<file path="src/rtl/kmeans_pkg.sv">
// Shared definitions for the k-means centroid update block: problem shape and FSM states.
package kmeans_pkg;

  localparam int K = 3;
  localparam int N = 2;

  typedef enum logic [2:0] {
    IDLE,
    LOAD,
    DIV_D0,
    DIV_D1,
    WRITE,
    DONE
  } state_t;

endpackage

</file>
<file path="src/rtl/kmeans_seq_divider.sv">
// Restoring unsigned divider: the start cycle performs the first quotient bit, then one bit per cycle,
// so a dividend_width-bit quotient is ready dividend_width cycles after start; busy covers the trailing iterations.
module kmeans_seq_divider #(
  parameter int dividend_width = 17,
  parameter int divisor_width  = 8
) (
  input  logic                      clk,
  input  logic                      rst,
  input  logic                      start,
  input  logic [dividend_width-1:0] dividend,
  input  logic [divisor_width-1:0]  divisor,
  output logic                      busy,
  output logic [dividend_width-1:0] quotient
);

  localparam int RW = divisor_width + 1;
  localparam int CW = $clog2(dividend_width + 1);

  logic [RW-1:0]             rem_q;
  logic [dividend_width-1:0] quo_q;
  logic [divisor_width-1:0]  dsr_q;
  logic [CW-1:0]             left_q;

  logic [RW-1:0]                src_rem;
  logic [dividend_width-1:0]    src_quo;
  logic [divisor_width-1:0]     src_dsr;
  logic [RW+dividend_width-1:0] pair_sh;
  logic [RW-1:0]                trial;
  logic                         ge;
  logic [RW-1:0]                rem_nxt;
  logic [dividend_width-1:0]    quo_nxt;

  // Remainder stays below the divisor, so shifting the {rem, quo} pair never loses a set bit.
  always_comb begin
    src_rem = start ? '0 : rem_q;
    src_quo = start ? dividend : quo_q;
    src_dsr = start ? divisor : dsr_q;
    pair_sh = {src_rem, src_quo} << 1;
    trial   = pair_sh[RW+dividend_width-1:dividend_width];
    ge      = (trial >= {1'b0, src_dsr});
    rem_nxt = ge ? (trial - {1'b0, src_dsr}) : trial;
    quo_nxt = pair_sh[dividend_width-1:0] | dividend_width'(ge);
  end

  always_ff @(posedge clk) begin
    if (rst) begin
      rem_q  <= '0;
      quo_q  <= '0;
      dsr_q  <= '0;
      left_q <= '0;
    end else if (start || (left_q != '0)) begin
      rem_q  <= rem_nxt;
      quo_q  <= quo_nxt;
      dsr_q  <= src_dsr;
      left_q <= start ? CW'(dividend_width - 1) : left_q - 1'b1;
    end
  end

  assign busy     = (left_q != '0);
  assign quotient = quo_q;

endmodule

</file>
<file path="src/rtl/kmeans_centroid_update_k3n2.sv">
// Recomputes three 2-D centroids as accumulated sum / point count, one shared serial divider.
// Round-half-up division when KMEANS_DIV_ROUND_EN is defined, floor otherwise; latency is identical.
module kmeans_centroid_update_k3n2
  import kmeans_pkg::*;
#(
  parameter int input_data_width         = 8,
  parameter int input_data_qty_bit_width = 8,
  parameter int acc_width                = 16
) (
  input  logic                                clk,
  input  logic                                rst,
  input  logic                                start,
  output logic                                rd_acc_en,
  output logic [1:0]                          rd_acc_centroid,
  input  logic [acc_width-1:0]                acc0_in,
  input  logic [acc_width-1:0]                acc1_in,
  input  logic [input_data_qty_bit_width-1:0] acc_counter_in,
  input  logic [input_data_width-1:0]         k0d0,
  input  logic [input_data_width-1:0]         k0d1,
  input  logic [input_data_width-1:0]         k1d0,
  input  logic [input_data_width-1:0]         k1d1,
  input  logic [input_data_width-1:0]         k2d0,
  input  logic [input_data_width-1:0]         k2d1,
  output logic [input_data_width-1:0]         new_k0d0,
  output logic [input_data_width-1:0]         new_k0d1,
  output logic [input_data_width-1:0]         new_k1d0,
  output logic [input_data_width-1:0]         new_k1d1,
  output logic [input_data_width-1:0]         new_k2d0,
  output logic [input_data_width-1:0]         new_k2d1,
  output logic                                busy,
  output logic                                done
);

  localparam int DW = acc_width + 1;
  localparam int CW = $clog2(DW);
  localparam logic [CW-1:0] LAST_CYC = CW'(acc_width);

  state_t state_q, state_d;
  logic [1:0]                          k_q;
  logic [CW-1:0]                       cyc_q;
  logic [acc_width-1:0]                acc0_q, acc1_q;
  logic [input_data_qty_bit_width-1:0] cnt_q;
  logic [input_data_width-1:0]         q0_q;
  logic [input_data_width-1:0]         new_q [K][N];
  logic [input_data_width-1:0]         cur   [K][N];

  logic                 in_div;
  logic                 div_start;
  logic                 div_busy;
  logic [acc_width-1:0] dim_sum;
  logic [DW-1:0]        dividend;
  logic [DW-1:0]        div_quotient;

  function automatic logic [input_data_width-1:0] sat_q(input logic [DW-1:0] q);
    sat_q = (|q[DW-1:input_data_width]) ? '1 : q[input_data_width-1:0];
  endfunction

  assign cur[0][0] = k0d0;
  assign cur[0][1] = k0d1;
  assign cur[1][0] = k1d0;
  assign cur[1][1] = k1d1;
  assign cur[2][0] = k2d0;
  assign cur[2][1] = k2d1;

  // The divider is idle exactly on the first cycle of each DIV state.
  assign in_div    = (state_q == DIV_D0) || (state_q == DIV_D1);
  assign div_start = in_div && !div_busy;
  assign dim_sum   = (state_q == DIV_D1) ? acc1_q : acc0_q;

`ifdef KMEANS_DIV_ROUND_EN
  assign dividend = {1'b0, dim_sum} + DW'(cnt_q >> 1);
`else
  assign dividend = {1'b0, dim_sum};
`endif

  kmeans_seq_divider #(
    .dividend_width (DW),
    .divisor_width  (input_data_qty_bit_width)
  ) u_div (
    .clk      (clk),
    .rst      (rst),
    .start    (div_start),
    .dividend (dividend),
    .divisor  (cnt_q),
    .busy     (div_busy),
    .quotient (div_quotient)
  );

  always_comb begin
    state_d = state_q;
    case (state_q)
      IDLE:    if (start) state_d = LOAD;
      LOAD:    state_d = (acc_counter_in == '0) ? WRITE : DIV_D0;
      DIV_D0:  if (cyc_q == LAST_CYC) state_d = DIV_D1;
      DIV_D1:  if (cyc_q == LAST_CYC) state_d = WRITE;
      WRITE:   state_d = (k_q == 2'(K - 1)) ? DONE : LOAD;
      DONE:    state_d = IDLE;
      default: state_d = IDLE;
    endcase
  end

  always_ff @(posedge clk) begin
    if (rst) begin
      state_q <= IDLE;
      k_q     <= '0;
      cyc_q   <= '0;
      acc0_q  <= '0;
      acc1_q  <= '0;
      cnt_q   <= '0;
      q0_q    <= '0;
      for (int i = 0; i < K; i++)
        for (int j = 0; j < N; j++)
          new_q[i][j] <= '0;
    end else begin
      state_q <= state_d;
      cyc_q   <= (in_div && cyc_q != LAST_CYC) ? cyc_q + 1'b1 : '0;

      if (state_q == LOAD) begin
        acc0_q <= acc0_in;
        acc1_q <= acc1_in;
        cnt_q  <= acc_counter_in;
      end

      // d0 quotient is final while the divider restarts on d1.
      if (state_q == DIV_D1 && !div_busy)
        q0_q <= sat_q(div_quotient);

      if (state_q == WRITE) begin
        for (int i = 0; i < K; i++) begin
          if (k_q == 2'(i)) begin
            if (cnt_q == '0) begin
              new_q[i][0] <= cur[i][0];
              new_q[i][1] <= cur[i][1];
            end else begin
              new_q[i][0] <= q0_q;
              new_q[i][1] <= sat_q(div_quotient);
            end
          end
        end
        if (k_q != 2'(K - 1))
          k_q <= k_q + 1'b1;
      end

      if (state_q == DONE)
        k_q <= '0;
    end
  end

  assign busy            = (state_q != IDLE);
  assign done            = (state_q == DONE);
  assign rd_acc_en       = (state_q == LOAD);
  assign rd_acc_centroid = k_q;

  assign new_k0d0 = new_q[0][0];
  assign new_k0d1 = new_q[0][1];
  assign new_k1d0 = new_q[1][0];
  assign new_k1d1 = new_q[1][1];
  assign new_k2d0 = new_q[2][0];
  assign new_k2d1 = new_q[2][1];

endmodule

</file>
<file path="config.mk">
export PLATFORM = sky130hd
export DESIGN_NAME = kmeans_centroid_update_k3n2
export DESIGN_NICKNAME = d
export VERILOG_FILES = /design/src/rtl/kmeans_pkg.sv /design/src/rtl/kmeans_seq_divider.sv /design/src/rtl/kmeans_centroid_update_k3n2.sv
export SDC_FILE = /design/constraint.sdc
export NUM_CORES = 1
export LEC_CHECK = 0
export ABC_AREA = 1
export BUFFER_PORTS_ARGS = -buffer_cell sky130_fd_sc_hd__buf_4
export CORE_MARGIN = 3
export CORE_UTILIZATION = 29
export DETAILED_ROUTE_END_ITERATION = 8
export GPL_TIMING_DRIVEN = 1
export SLEW_MARGIN = 20
export SYNTH_ARGS = -nofsm -noshare
export SYNTH_HDL_FRONTEND = slang
export SYNTH_SLANG_ARGS = --single-unit
</file>
<file path="constraint.sdc">
create_clock -name clk -period 5.66 [get_ports clk]
set_input_delay 1.132 -clock clk [delete_from_list [all_inputs] [get_ports clk]]
set_output_delay 1.132 -clock clk [all_outputs]
set_load 0.02 [all_outputs]
</file>
==> impl_metrics.yaml <==
timing:
  finClkSkew_ns: 0.0104
  setup_violations: 0
  maxSlewHeadroom_pct: 41.4
  setup-tns-final_ns: 0
  count_of_final_max_slew_check_failures: 0
  hold_violations_final: 0
  setup_slack_ns: 1.90
  rsz0062_at_grt: "false"
  fin_crit_sh_pct: 66.5
  clock_period_minus_final_worst_setup_slack_ns: 3.76
  worst_pin_slew_ns: 0.878
  fmax_ghz: 0.266
setup_path:
  worst_ep_required_time_ns: 5.98
  crit_arrival_ns: 4.08
  slowest_delay_ns: 0.50
  critical-path-slowest-cell: "inv_1"
  crit_fanout: 28
  critical_path.cell_chain: "inv_1 -> ha_1 -> inv_1 -> nor2_1 -> nand3_4 -> inv_1 -> o21ai_0 -> ha_1 -> nand2_1 -> nor2_1 -> nand2_1 -> nand3_1 -> nand2_1 -> nand3_1 -> nand2_1 -> nand2_1 -> nand3_1 -> nand2_1 -> inv_1"
  worstSetupEndpointType: "flip-flop"
  setup.worst_path.class: "flip-flop to flip-flop"
  critical-path-top-cell-by-count: "nand2_1"
  worst_setup_path_start_kind: "flip-flop"
finish:
  layout.cells.most_common: "buf_4"
  fin_nets: 1028
  layout-area-overhead-vs-synth_pct: 29.0
  drive_gt1_share_pct: 21.1
  commonest_cells_after_routing_fill_and_taps_aside: "buf_4, nand2_1, nor2_1, o21ai_0, dfxtp_1"
  n_fill_cell: 2240
  stdcell_area_um2: 8280
  antenna_cells_inserted: 0
  number_of_standard_cells_in_the_final_layout_excluding_fillers: 1209
global_routing:
  grt_antenna_before_repair: 0
  global_route.usage.total_pct: 14.9
  grt_start_max_net_pins: 66
  globalRouteOverflowTotal: 0
  grt_pass1_vias: 5469
  grt_pass1_wl_um: 28500
routing:
  drt-pass1-iter-count: 4
  antenna_left: 0
  vias: 5739
  finalWirelength_um: 18000
  detail_route.drc_violations: 0
  detail_route.vias_per_cell: 4.75
  drtIter0Drc: 350
  mean_routed_wirelength_per_cell_um: 14.9
synthesis:
  synth-seq-area-share_pct: 52.4
  syn_area_per_cell_um2: 8.08
  synth_enable_flop_cells: 48
  syn_inst: 794
  async_reset_ff_share_pct: 0
  ys_seq_elements: 144
  synth_top_cell_area_share_pct: 30.0
  post_synthesis_instance_area_um2: 6420
  yosysWarningCount: 0
  netlist.top_cell.by_area: "dfxtp_1"
  ys_top_cells_by_area: "dfxtp_1, edfxtp_1, o21ai_0, nand2_1, nor2_1"
  postSynthNetCount: 901
  synth.lib_cells_used.distinct: 34
  synth_ff_type: "dfxtp_1"
cts:
  cts_tree: "built"
  hold_buffers: 0
  cts.path.max_buffers: 2
  ctsResizeCount: 0
  root_buffer: "clkbuf_16"
  cts.repair_timing.setup_buffer_count: 0
  cts.sink_count: 144
  cts-buffers-inserted: 17
  cts.reportedPaths.clkPinSlew_ns: 0.06
  cts-htree-levels: 4
  worst_skew_pair.late_latency_ns: 0.42
placed_design:
  placed_cells_incl_taps: 1177
  detailedPlace.worstSlack_ns: 1.90
  cell_area_after_placement_um2: 7700
  place_congestion: 0.822
  dp.final_hpwl_um: 13100
  io_buffers: 143
power_and_ir_drop:
  comb_power_share_pct: 44.5
  cellLeakagePower_nw: 3.55
  vdd.ir_drop.worst_mv: 0.263
  power-per-cell-area_nw_per_um2: 550
  switchingPower_mw: 1.99
  p_sw_share_pct: 43.6
  clkPwrFrac_pct: 23.9
  p_int_mw: 2.57
  sequentialPowerShare_pct: 31.6
floorplan:
  placementRows: 53
  die-height_um: 155
  floorplan.die.width_um: 155
  starting_utilization_of_the_core_area_pct: 30.0
  ioPinCount: 144
  core_area_um2: 21400
  design.die.area_um2: 23900
job:
  max_cap_viol_count: 0
min_path:
  hold_path.class: "flip-flop to flip-flop"
run_status:
  status: "completed"
[final timing paths]
path | startpoint | to | slack [ns] | cells past startpoint
hold reg to reg | acc1_q[9]$_SDFFE_PP0P_ | acc1_q[9]$_SDFFE_PP0P_ | 0.45 | 2
setup / recovery | u_div.left_q[0]$_SDFFE_PP0P_ | u_div.rem_q[7]$_SDFFE_PP0P_ | 1.90 | 19
setup reg to reg | u_div.left_q[0]$_SDFFE_PP0P_ | u_div.rem_q[7]$_SDFFE_PP0P_ | 1.90 | 19
hold / removal | acc1_q[9]$_SDFFE_PP0P_ | acc1_q[9]$_SDFFE_PP0P_ | 0.45 | 2
[final cells by class]
type                    instances  area (µm²)  share of cell area [%]
flip-flops and latches        144        3360                    40.6
inverters                      73         274                    3.31
clock inverters                15         149                    1.80
multi-input cells             539        2620                    31.7
clock buffers                  17         425                    5.14
well taps                     275         344                    4.16
repair buffers                146        1100                    13.2
[power groups by stage]
| stage | clock (mW) | combinational [mW] | sequential, mW |
|---|---|---|---|
| global placement | 0 | 2.01 | 1.46 |
| floorplan | 0 | 1.51 | 1.43 |
| CTS | 1.11 | 2.04 | 1.44 |
| global route | 1.16 | 2.33 | 1.47 |
| detailed placement | 0 | 2.03 | 1.46 |
| finish | 1.09 | 2.03 | 1.44 |
[per-stage QoR]
| stage | hold slack [ns] | utilization (%) | total power [mW] |
|---|---|---|---|
| global placement | 0.435 | 36.1 | 3.46 |
| detailed placement | 0.439 | 36.1 | 3.49 |
| CTS | 0.450 | 38.8 | 4.59 |
| floorplan | 0.425 | - | 2.94 |
| global route | 0.470 | 38.8 | 4.96 |
| finish | 0.448 | 38.8 | 4.56 |
[flip-flops by register name, indices dropped and copies added, names as in the netlist]
register / count
acc0_q: 16
u_div.dsr_q: 8
new_q: 48
acc1_q: 16
q0_q: 8
u_div.left_q: 5
u_div.rem_q: 8
cyc_q: 5
u_div.quotient: 17
rd_acc_centroid: 2
state_q: 3
cnt_q: 8
[kinds of logic (layout without fill, tap and decap cells)]
kind of cell / after synthesis / count (layout) / synth area share, %
adder cells (fa/ha/maj): 16 / 16 / 3.24
AO/OA/AOI/OAI: 208 / 208 / 16.9
XOR/XNOR: 6 / 6 / 0.819
AND/OR/NAND/NOR: 309 / 309 / 19.9
buffers and inverters: 111 / 251 / 6.73
flip-flops: 144 / 144 / 52.4
[cell usage after synthesis (all sizes together), types with 5 or more instances]
| library cell | n |
|---|---|
| a21oi | 66 |
| buf | 10 |
| clkbuf | 28 |
| dfxtp | 96 |
| edfxtp | 48 |
| ha | 15 |
| inv | 73 |
| nand2 | 131 |
| nand3 | 27 |
| nand4 | 5 |
| nor2 | 128 |
| nor3 | 14 |
| o21ai | 123 |
| o22ai | 10 |
[worst max-delay path: cells and delay by family, from the launching register on]
kind | cells | cell delay (ns)
and+or+nand+nor | 12 | 1.85
buffers and inverters | 4 | 0.66
adders and majority gates | 2 | 0.59
DFF | 1 | 0.33
AOI/OAI and AO/OA | 1 | 0.23
[metal layers]
metal / vias to the layer above / track usage, % / share of wire, %
met5: - / 0 / 0
li1: 2906 / - / -
met4: 0 / 4.96 / 1.3
met3: 17 / 3.50 / 7.3
met2: 198 / 22.6 / 43
met1: 2618 / 21.0 / 49
Power figures use the tool's default switching activity.
